File: src/rtl/exa_crosb_output_vc_credit_arbiter_if.sv
// exa_crosb_output_vc_credit_arbiter_if: request/grant/credit bundle between upstream VCs, arbiter and link
interface exa_crosb_output_vc_credit_arbiter_if #(
    parameter int prio_num = 2,
    parameter int vc_num   = 2
);
    localparam int N = prio_num * vc_num;
    localparam int W = (N > 1) ? $clog2(N) : 1;
    logic [N-1:0][W-1:0] i_output_vc;
    logic [N-1:0]        i_req;
    logic [N-1:0]        i_req_tail;
    logic [N-1:0]        o_grant;
    logic                o_grant_valid;
    logic [W-1:0]        o_grant_ovc;
    logic                i_credit_valid;
    logic [W-1:0]        i_credit_vc;
    logic [N-1:0]        o_ovc_busy;
    logic [N-1:0]        o_credit_zero;
    logic                o_credit_err;
    modport master (
        output i_output_vc, i_req, i_req_tail, i_credit_valid, i_credit_vc,
        input  o_grant, o_grant_valid, o_grant_ovc, o_ovc_busy, o_credit_zero, o_credit_err
    );
    modport slave (
        input  i_output_vc, i_req, i_req_tail, i_credit_valid, i_credit_vc,
        output o_grant, o_grant_valid, o_grant_ovc, o_ovc_busy, o_credit_zero, o_credit_err
    );
endinterface

File: src/rtl/exa_crosb_output_vc_credit_arbiter.sv
// exa_crosb_output_vc_credit_arbiter: round-robin flit grant per output port with per-VC credits and packet ownership
module exa_crosb_output_vc_credit_arbiter #(
    parameter int prio_num   = 2,
    parameter int vc_num     = 2,
    parameter int credit_max = 8
) (
    input logic clk,
    input logic resetn,
    exa_crosb_output_vc_credit_arbiter_if.slave bus
);
    localparam int N         = prio_num * vc_num;
    localparam int logVcPrio = (N > 1) ? $clog2(N) : 1;
    localparam int logCred   = $clog2(credit_max + 1);
    localparam logic [logCred-1:0] cred_full = logCred'(credit_max);

    typedef enum logic {FREE, OWNED} own_t;

    own_t                 own_q   [N];
    own_t                 own_d   [N];
    logic [logVcPrio-1:0] owner_q [N];
    logic [logVcPrio-1:0] owner_d [N];
    logic [logCred-1:0]   credit_q[N];
    logic [logCred-1:0]   credit_d[N];
    logic [logVcPrio-1:0] rr_q, rr_d;
    logic                 err_q, err_d;
    logic [N-1:0]         elig, dec, inc, full;
    logic                 gnt_vld;
    logic [logVcPrio-1:0] gnt_idx, gnt_ovc;
    logic                 gnt_tail;

    always_comb begin
        elig = '0;
        for (int n = 0; n < N; n++)
            elig[n] = bus.i_req[n] && credit_q[bus.i_output_vc[n]] != '0 &&
                      (own_q[bus.i_output_vc[n]] == FREE || owner_q[bus.i_output_vc[n]] == logVcPrio'(n));
    end

    // First eligible VC at or after the pointer wins; grants are masked while in reset
    always_comb begin
        gnt_vld = 1'b0;
        gnt_idx = '0;
        for (int i = 0; i < N; i++) begin
            if (!gnt_vld && elig[(int'(rr_q) + i) % N]) begin
                gnt_vld = 1'b1;
                gnt_idx = logVcPrio'((int'(rr_q) + i) % N);
            end
        end
        gnt_vld = gnt_vld & resetn;
    end

    assign gnt_ovc  = gnt_vld ? bus.i_output_vc[gnt_idx] : '0;
    assign gnt_tail = bus.i_req_tail[gnt_idx];
    assign dec      = gnt_vld ? (N'(1) << gnt_ovc) : '0;
    assign inc      = bus.i_credit_valid ? (N'(1) << bus.i_credit_vc) : '0;

    assign bus.o_grant       = gnt_vld ? (N'(1) << gnt_idx) : '0;
    assign bus.o_grant_valid = gnt_vld;
    assign bus.o_grant_ovc   = gnt_ovc;
    assign bus.o_credit_err  = err_q;

    always_comb begin
        for (int m = 0; m < N; m++) begin
            full[m]              = credit_q[m] == cred_full;
            bus.o_credit_zero[m] = credit_q[m] == '0;
            bus.o_ovc_busy[m]    = own_q[m] == OWNED;
        end
    end

    always_comb begin
        own_d   = own_q;
        owner_d = owner_q;
        rr_d    = gnt_vld ? ((gnt_idx == logVcPrio'(N - 1)) ? '0 : gnt_idx + 1'b1) : rr_q;
        err_d   = err_q | (|(inc & ~dec & full));
        if (gnt_vld) begin
            own_d[gnt_ovc]   = gnt_tail ? FREE : OWNED;
            owner_d[gnt_ovc] = gnt_idx;
        end
        for (int m = 0; m < N; m++)
            credit_d[m] = (dec[m] && !inc[m]) ? credit_q[m] - 1'b1 :
                          (inc[m] && !dec[m] && !full[m]) ? credit_q[m] + 1'b1 : credit_q[m];
    end

    always_ff @(posedge clk or negedge resetn) begin
        if (!resetn) begin
            rr_q  <= '0;
            err_q <= 1'b0;
            for (int m = 0; m < N; m++) begin
                own_q[m]    <= FREE;
                owner_q[m]  <= '0;
                credit_q[m] <= cred_full;
            end
        end else begin
            rr_q     <= rr_d;
            err_q    <= err_d;
            own_q    <= own_d;
            owner_q  <= owner_d;
            credit_q <= credit_d;
        end
    end
endmodule
File: src/flat_wrapper.sv
// flat-port wrapper written by rule: the top's interface ports become plain ports
module exa_crosb_output_vc_credit_arbiter_flat 
#(
    parameter int prio_num   = 2,
    parameter int vc_num     = 2,
    parameter int credit_max = 8
)
  (clk, resetn, bus_i_output_vc, bus_i_req, bus_i_req_tail, bus_i_credit_valid, bus_i_credit_vc, bus_o_grant, bus_o_grant_valid, bus_o_grant_ovc, bus_o_ovc_busy, bus_o_credit_zero, bus_o_credit_err);
  exa_crosb_output_vc_credit_arbiter_if #(.prio_num(prio_num), .vc_num(vc_num)) bus_i ();
  input logic clk;
  input logic resetn;
  input wire logic [$bits(bus_i.i_output_vc)-1:0] bus_i_output_vc;
  input wire logic [$bits(bus_i.i_req)-1:0] bus_i_req;
  input wire logic [$bits(bus_i.i_req_tail)-1:0] bus_i_req_tail;
  input wire logic [$bits(bus_i.i_credit_valid)-1:0] bus_i_credit_valid;
  input wire logic [$bits(bus_i.i_credit_vc)-1:0] bus_i_credit_vc;
  output wire logic [$bits(bus_i.o_grant)-1:0] bus_o_grant;
  output wire logic [$bits(bus_i.o_grant_valid)-1:0] bus_o_grant_valid;
  output wire logic [$bits(bus_i.o_grant_ovc)-1:0] bus_o_grant_ovc;
  output wire logic [$bits(bus_i.o_ovc_busy)-1:0] bus_o_ovc_busy;
  output wire logic [$bits(bus_i.o_credit_zero)-1:0] bus_o_credit_zero;
  output wire logic [$bits(bus_i.o_credit_err)-1:0] bus_o_credit_err;
  assign bus_i.i_output_vc = bus_i_output_vc;
  assign bus_i.i_req = bus_i_req;
  assign bus_i.i_req_tail = bus_i_req_tail;
  assign bus_i.i_credit_valid = bus_i_credit_valid;
  assign bus_i.i_credit_vc = bus_i_credit_vc;
  assign bus_o_grant = bus_i.o_grant;
  assign bus_o_grant_valid = bus_i.o_grant_valid;
  assign bus_o_grant_ovc = bus_i.o_grant_ovc;
  assign bus_o_ovc_busy = bus_i.o_ovc_busy;
  assign bus_o_credit_zero = bus_i.o_credit_zero;
  assign bus_o_credit_err = bus_i.o_credit_err;
  exa_crosb_output_vc_credit_arbiter #(.prio_num(prio_num), .vc_num(vc_num), .credit_max(credit_max)) u_core (.clk(clk), .resetn(resetn), .bus(bus_i));
endmodule
File: config.mk
export PLATFORM = sky130hd
export DESIGN_NAME = exa_crosb_output_vc_credit_arbiter_flat
export DESIGN_NICKNAME = d
export VERILOG_FILES = /design/src/rtl/exa_crosb_output_vc_credit_arbiter_if.sv /design/src/rtl/exa_crosb_output_vc_credit_arbiter.sv /design/src/flat_wrapper.sv
export SDC_FILE = /design/constraint.sdc
export NUM_CORES = 1
export LEC_CHECK = 0
export BUFFER_PORTS_ARGS = -buffer_cell sky130_fd_sc_hd__clkbuf_2
export CAP_MARGIN = 25
export CORE_AREA = 8 8 81 83
export DETAILED_ROUTE_END_ITERATION = 6
export DIE_AREA = 0 0 89 91
export GPL_TIMING_DRIVEN = 1
export MAX_ROUTING_LAYER = met4
export PLACE_DENSITY = 0.78
export SLEW_MARGIN = 15
export SYNTH_ARGS = -nofsm -noshare
export SYNTH_HDL_FRONTEND = slang
export SYNTH_SLANG_ARGS = --single-unit
File: constraint.sdc
create_clock -name clk -period 4.6 [get_ports clk]
set_clock_uncertainty 0.15 [all_clocks]
set_input_delay 0.46 -clock clk [delete_from_list [all_inputs] [get_ports clk]]
set_output_delay 0.46 -clock clk [all_outputs]
set_load 0.02 [all_outputs]
**Yosys cells after proc, flatten, opt, wreduce, memory -nomap -nowiden**

Cells that the tools add are included.

- Add/subtract/negate cells: 12
- $lt $le $gt $ge: 11
- Eq/ne operators: 8
- Shifts and indexed selects: 3
- Multiplexer cells: 79
- Bitwise logic cells: 17
- Reduce and logical (&&, ||, !) cells: 60

Operators by type and width:

| operator | count |
|---|---|
| $mux 4 | 19 |
| $bmux 4 s2 | 4 |
| $mux 2 | 16 |
| $logic_and 1x1->1 | 24 |
| $mux 1 | 22 |
| $bmux 2 s2 | 5 |
| $bmux 1 s2 | 9 |
| $add 4x1->4 const B | 4 |
| $eq 4x4->1 const B | 4 |
| $logic_not 4->1 | 4 |
| $reduce_bool 4->1 | 4 |
| $sub 4x1->4 const B | 4 |
| $ge 3x3->1 const B | 5 |
| $logic_not 1->1 | 15 |
| $not 2->3 | 5 |
| $lt 3x4->1 const B | 3 |
| $shl 1x2->4 const A | 3 |
| $and 4x4->4 | 2 |
| $bwmux 8 | 1 |
| $reduce_bool 2->1 | 4 |
| $eq 2x2->1 const B | 3 |
| $lt 2x3->1 const B | 2 |
| $reduce_or 2->1 | 3 |
| $add 2x1->2 const B | 2 |
| 14 further kinds | 23 |

- Bits in registers: 31
- Input port bits: 21
- Output and inout bits: 16
- Word-level logic and storage cells: 204

**Longest topological paths before layout**

- Word-level depth: 29
- Gate-level depth with buffers: 20
- Mapped depth without buffers: 19

**Least setup slack after synthesis**

Ideal clock, no wire load.

- Path type: reg2reg
- Start: register u_core.credit_q[5] in the netlist's numbering
- End: register u_core.credit_q[7] in the netlist's numbering
- Setup time: 0.082 ns
- Data arrival time: 4.215 ns
- Data required time: 4.368 ns
- Setup slack: 0.153 ns
- Stages on the path, launching flop included: 19
- Buffers on the path: 1
- Clock period less this slack: 4.447 ns
- Cells stage by stage: dfrtp_1 -> nor4_4 -> a21oi_1 -> a22o_1 -> o31a_1 -> a221o_1 -> nor2_2 -> inv_2 -> o31a_1 -> a211oi_4 -> buf_4 -> nand2_1 -> inv_1 -> ha_1 -> a21o_1 -> a21oi_1 -> nand3_1 -> mux2_1 -> o31a_1

- Word-level cells in the longest chain between the ends: 27
- Elaborated cells on any way between the ends: 66
- Those cells by class: 2 x add/sub; 1 x eq/ne; 1 x shift; 37 x mux; 1 x bitwise; 24 x reduce/logical

Ends and longest elaborated chain:

| item | RTL line | RTL |
|---|---|---|
| start, declared | exa_crosb_output_vc_credit_arbiter.sv:22 | `logic [logCred-1:0] credit_q[N];` |
| start signal, assigned by index | exa_crosb_output_vc_credit_arbiter.sv:90 | `credit_q[m] <= cred_full;` |
| start signal, assigned | exa_crosb_output_vc_credit_arbiter.sv:97 | `credit_q <= credit_d;` |
| $bmux 4 s2 | exa_crosb_output_vc_credit_arbiter.sv:34 | `elig[n] = bus.i_req[n] && credit_q[bus.i_output_vc[n]] != '0 &&` |
| $mux 4 (implied by the code) (2 in series) | exa_crosb_output_vc_credit_arbiter.sv:34 |  |
| $reduce_bool 4->1 | exa_crosb_output_vc_credit_arbiter.sv:34 |  |
| $logic_and 1x1->1 (2 in series) | exa_crosb_output_vc_credit_arbiter.sv:34 |  |
| $bmux 1 s2 | exa_crosb_output_vc_credit_arbiter.sv:43 | `if (!gnt_vld && elig[(int'(rr_q) + i) % N]) begin` |
| $mux 1 (implied by the code) | exa_crosb_output_vc_credit_arbiter.sv:43 |  |
| $mux 1 | exa_crosb_output_vc_credit_arbiter.sv:43 |  |
| $logic_not 1->1 | exa_crosb_output_vc_credit_arbiter.sv:43 |  |
| [8 not listed] | - |  |
| $bmux 2 s2 | exa_crosb_output_vc_credit_arbiter.sv:51 | `assign gnt_ovc = gnt_vld ? bus.i_output_vc[gnt_idx] : '0;` |
| $mux 2 (implied by the code) | exa_crosb_output_vc_credit_arbiter.sv:51 |  |
| $mux 2 | exa_crosb_output_vc_credit_arbiter.sv:51 |  |
| $shl 1x2->4 | exa_crosb_output_vc_credit_arbiter.sv:53 | `assign dec = gnt_vld ? (N'(1) << gnt_ovc) : '0;` |
| $mux 4 | exa_crosb_output_vc_credit_arbiter.sv:53 |  |
| $logic_not 1->1 | exa_crosb_output_vc_credit_arbiter.sv:80 | `(inc[m] && !dec[m] && !full[m]) ? credit_q[m] + 1'b1 : credit_q[m];` |
| $logic_and 1x1->1 (2 in series) | exa_crosb_output_vc_credit_arbiter.sv:80 |  |
| $reduce_bool 2->1 (no line) | - |  |

Several ways; a longest one is shown, not always the timed one. The select of a mux whose other input is x is not followed.
A chain may end at the register's enable or synchronous reset.

**Final worst setup path**

- Start: register u_core.credit_q[9] in the netlist's numbering
- End: register u_core.credit_q[15] in the netlist's numbering

- Word-level cells in the longest chain between the ends: 27
- Elaborated cells on any way between the ends: 61
- Those cells by class: 1 x shift; 36 x mux; 1 x bitwise; 23 x reduce/logical

Ends and longest elaborated chain:

| item | RTL line |
|---|---|
| $bmux 4 s2 | exa_crosb_output_vc_credit_arbiter.sv:34 |
| $mux 4 (implied by the code) (2 in series) | exa_crosb_output_vc_credit_arbiter.sv:34 |
| $reduce_bool 4->1 | exa_crosb_output_vc_credit_arbiter.sv:34 |
| $logic_and 1x1->1 (2 in series) | exa_crosb_output_vc_credit_arbiter.sv:34 |
| $bmux 1 s2 | exa_crosb_output_vc_credit_arbiter.sv:43 |
| $mux 1 (implied by the code) | exa_crosb_output_vc_credit_arbiter.sv:43 |
| $mux 1 | exa_crosb_output_vc_credit_arbiter.sv:43 |
| $logic_not 1->1 | exa_crosb_output_vc_credit_arbiter.sv:43 |
| [8 not listed] | - |
| $bmux 2 s2 | exa_crosb_output_vc_credit_arbiter.sv:51 |
| $mux 2 (implied by the code) | exa_crosb_output_vc_credit_arbiter.sv:51 |
| $mux 2 | exa_crosb_output_vc_credit_arbiter.sv:51 |
| $shl 1x2->4 | exa_crosb_output_vc_credit_arbiter.sv:53 |
| $mux 4 * | exa_crosb_output_vc_credit_arbiter.sv:53 |
| $logic_not 1->1 | exa_crosb_output_vc_credit_arbiter.sv:80 |
| $logic_and 1x1->1 (2 in series) | exa_crosb_output_vc_credit_arbiter.sv:80 |
| $reduce_bool 2->1 (no line) | - |

Every way passes the cells marked *; elsewhere a longest branch is shown, timed or not. The select of a mux whose other input is x is not followed.

==> flow_metrics.py <==
metrics = {
    "power_and_ir_drop": {
        "ir_worst_vdd_v": 0.0003791,
        "power_frac_seq_pct": 27.8,
        "p_per_area_mw_per_mm2": 677.7,
        "swShare_pct": 48.46,
        "power.internal_w": 0.001090,
        "pwr-share-clk_pct": 10.9,
        "p_comb_share_pct": 61.3,
        "p_sw_w": 0.001025,
        "p_leak_nw": 1.409,
    },
    "clocking": {
        "clk_path_buf_depth": 2,
        "cts_made_buffers": 5,
        "hold_buffers": 0,
        "clk-insertion-delay-late_ns": 0.29,
        "cts_tree": "built",
        "clkTransAtPathRegs_ns": 0.07,
        "h-tree-depth": 2,
        "cts_root_buf": "clkbuf_8",
        "clkSinkCount": 31,
    },
    "setup_path": {
        "endpoint": "u_core.credit_q[15]",
        "cp-start-kind": "register",
        "r2r_slack_ns": 0.28,
        "critPathMaxFanout": 11,
        "reg2reg_depth": 17,
        "rr_startpoint": "u_core.credit_q[9]",
        "path_class": "reg2reg",
        "arrival_ns": 4.40,
        "critPathCaptureType": "register",
        "cp.required_ns": 4.68,
        "r2r-end": "u_core.credit_q[15]",
        "setup.worst_path.start": "u_core.credit_q[9]",
        "worstPathCellList": "or4_4 > inv_2 > nor3_1 > o31a_1 > a221o_1 > nor2_2 > buf_4 > mux2i_2 > o22ai_2 > nand2b_1 > inv_1 > ha_1 > a21o_1 > a21oi_1 > nor2b_1 > a21boi_0 > o2bb2ai_1",
        "cpMaxStageDelayCell": "or4_4",
        "cpPeakStageDelay_ns": 0.57,
    },
    "floorplanning": {
        "pin_count": 37,
        "dieHeight_um": 91,
        "std_cell_rows": 27,
        "die-area_mm2": 0.008099,
        "start_util_pct": 50.56,
        "dieWidth_um": 89,
        "core_area_mm2": 0.005338,
    },
    "layout": {
        "n_antenna_cell": 0,
        "multiInputGateArea_mm2": 0.001784,
        "drive_above_1_share_pct": 24.72,
        "final_common_cell": "clkbuf_2",
        "num-nets-final": 392,
        "synthToLayoutAreaGrowth_pct": 15.67,
        "fill_cells": 504,
        "most-common-layout-cells": "clkbuf_2, dfrtp_1, nand2_1",
        "ff_latch_area_um2": 780.7,
    },
    "timing": {
        "finalCritPeriodShare_pct": 93.95,
        "finalCriticalPeriod_ns": 4.322,
        "slew_headroom_pct": 38.96,
        "drv_slew": 0,
        "max_freq_mhz": 231.4,
        "fin_setup_tns_ns": 0,
        "setup_viol": 0,
        "hold_viol_final": 0,
        "rsz0062_at_grt": "false",
        "worst_pin_slew_ns": 0.9136,
        "postLayoutSetupSlackWorst_ns": 0.2781,
        "fin_hold_ws_ns": 0.1366,
    },
    "route": {
        "drtIter0Drc": 171,
        "via_per_inst": 5.977,
        "drc": 0,
        "wl_per_cell_um": 16.97,
        "drtPass1Iterations": 4,
        "antenna_left": 0,
        "wl_um": 7263,
        "vias": 2558,
    },
    "place": {
        "port_buffers": 36,
        "dp_slack_ns": 0.2658,
        "hpwl_um": 5599,
        "gp_congestion": 0.9223,
    },
    "global_route": {
        "grt_pass1_wl_um": 12300,
        "grt.overflow.total": 0,
        "grt_pass1_vias": 2528,
        "grt_max_degree": 32,
        "antenna_found_initial": 0,
        "grt_usage_pct": 19.55,
    },
    "synth": {
        "ys_seq_area_share_pct": 28.93,
        "synthArstFlopShare_pct": 100.0,
        "ys.flop_type": "dfrtp_1",
        "syn_area_mm2": 0.002699,
        "synth_warnings": 0,
        "synth_edf_count": 0,
        "synthesis.instances": 307,
        "synth.net_count": 344,
        "yosysUniqueCellTypes": 66,
        "ys_ff_latch": 31,
        "syn_avg_cell_area_um2": 8.791,
    },
    "min_path": {
        "hold_path_class": "in2async",
    },
    "flow_run": {
        "drv_cap": 0,
    },
    "status": {
        "outcome": "completed",
    },
}
stage by stage:
step	utilization (%)	power, W	instance area (um2)	cells
floorplan	-	0.001514	2699	307
finish	58.49	0.002116	3122	428
CTS	58.32	0.002110	3113	428
detailed placement	56.61	0.001873	3022	420
global placement	56.61	0.001830	3022	420
global route	58.49	0.002292	3122	428
state kept, by name (all words and copies together), names as in the netlist:
register	flops
u_core.credit_q	16
u_core.owner_q	8
u_core.bus.o_ovc_busy	4
u_core.rr_q	2
u_core.bus.o_credit_err	1
timing repair:
action	in CTS	in global routing
setup endpoints to repair	0	3
resized for setup	0	3
buffers inserted	0	0
layout make-up:
class | count | share of cell area, %
repair buffers | 47 | 8.417
clock buffers | 7 | 2.766
flip-flops and latches | 31 | 25.01
multi-input cells | 240 | 57.15
well taps | 72 | 2.886
inverters | 30 | 3.607
clock inverters | 1 | 0.1603
power by group through the flow:
stage          Sequential [W]  Combinational (W)  Clock [W]
6_report             0.000588            0.00130   0.000231
5_1_grt              0.000609            0.00144   0.000245
4_1_cts              0.000582            0.00129   0.000235
3_5_place_dp         0.000586            0.00129          0
3_3_place_gp         0.000579            0.00125          0
2_1_floorplan        0.000576           0.000938          0
kinds of logic after synthesis:
family | synth area share [%]
simple gates | 21.56
compound gates | 26.10
buf+inv | 5.285
flops | 28.93
mux | 7.000
fa+ha+maj | 8.530
xor+xnor | 2.596
layer usage:
metal | GRT usage, % | vias to the layer above | wire length [um]
met2 | 29.00 | 93 | 3374
met4 | 9.293 | 0 | 242
met5 | - | - | 0
met3 | 3.604 | 23 | 496
met1 | 24.82 | 1213 | 3149
li1 | - | 1229 | -
worst min path at each step:
stage	startpoint	endpoint	slack, ns
after floorplan	resetn	u_core.bus.o_credit_err	0.01
after global placement	u_core.bus.o_credit_err	u_core.bus.o_credit_err	0.34
after detailed placement	u_core.bus.o_credit_err	u_core.bus.o_credit_err	0.33
after CTS	resetn	u_core.credit_q[9]	0.14
after global routing	resetn	u_core.credit_q[9]	0.16
final	resetn	u_core.owner_q[0]	0.14
cells in the mapped netlist (5+ instances only):
cell type / number / area share [%]
inv_2: 6 / 0.83
dfrtp_1: 27 / 25
inv_1: 24 / 3.3
nand2_1: 26 / 3.6
a211oi_1: 7 / 1.9
mux2i_1: 11 / 4.1
o22ai_1: 6 / 1.4
a21o_1: 6 / 1.7
nor3_1: 14 / 2.6
a31oi_1: 7 / 1.6
and2_1: 7 / 1.6
nor2b_1: 5 / 1.2
nand3_1: 9 / 1.7
ha_1: 12 / 5.6
nor2_1: 15 / 2.1
nand2b_1: 7 / 1.6
o21ai_0: 9 / 1.7
a21oi_1: 18 / 3.3
worst max-delay path: cells and delay by family (launching register included):
family                   cells  cell delay (ns)
AO/OA/AOI/OAI                7             1.57
adder cells (fa/ha/maj)      1             0.27
flip-flops                   1             0.42
multiplexers                 1             0.34
buffers and inverters        3             0.40
AND/OR/NAND/NOR              5             1.10
(Power assumes the default switching activity.)
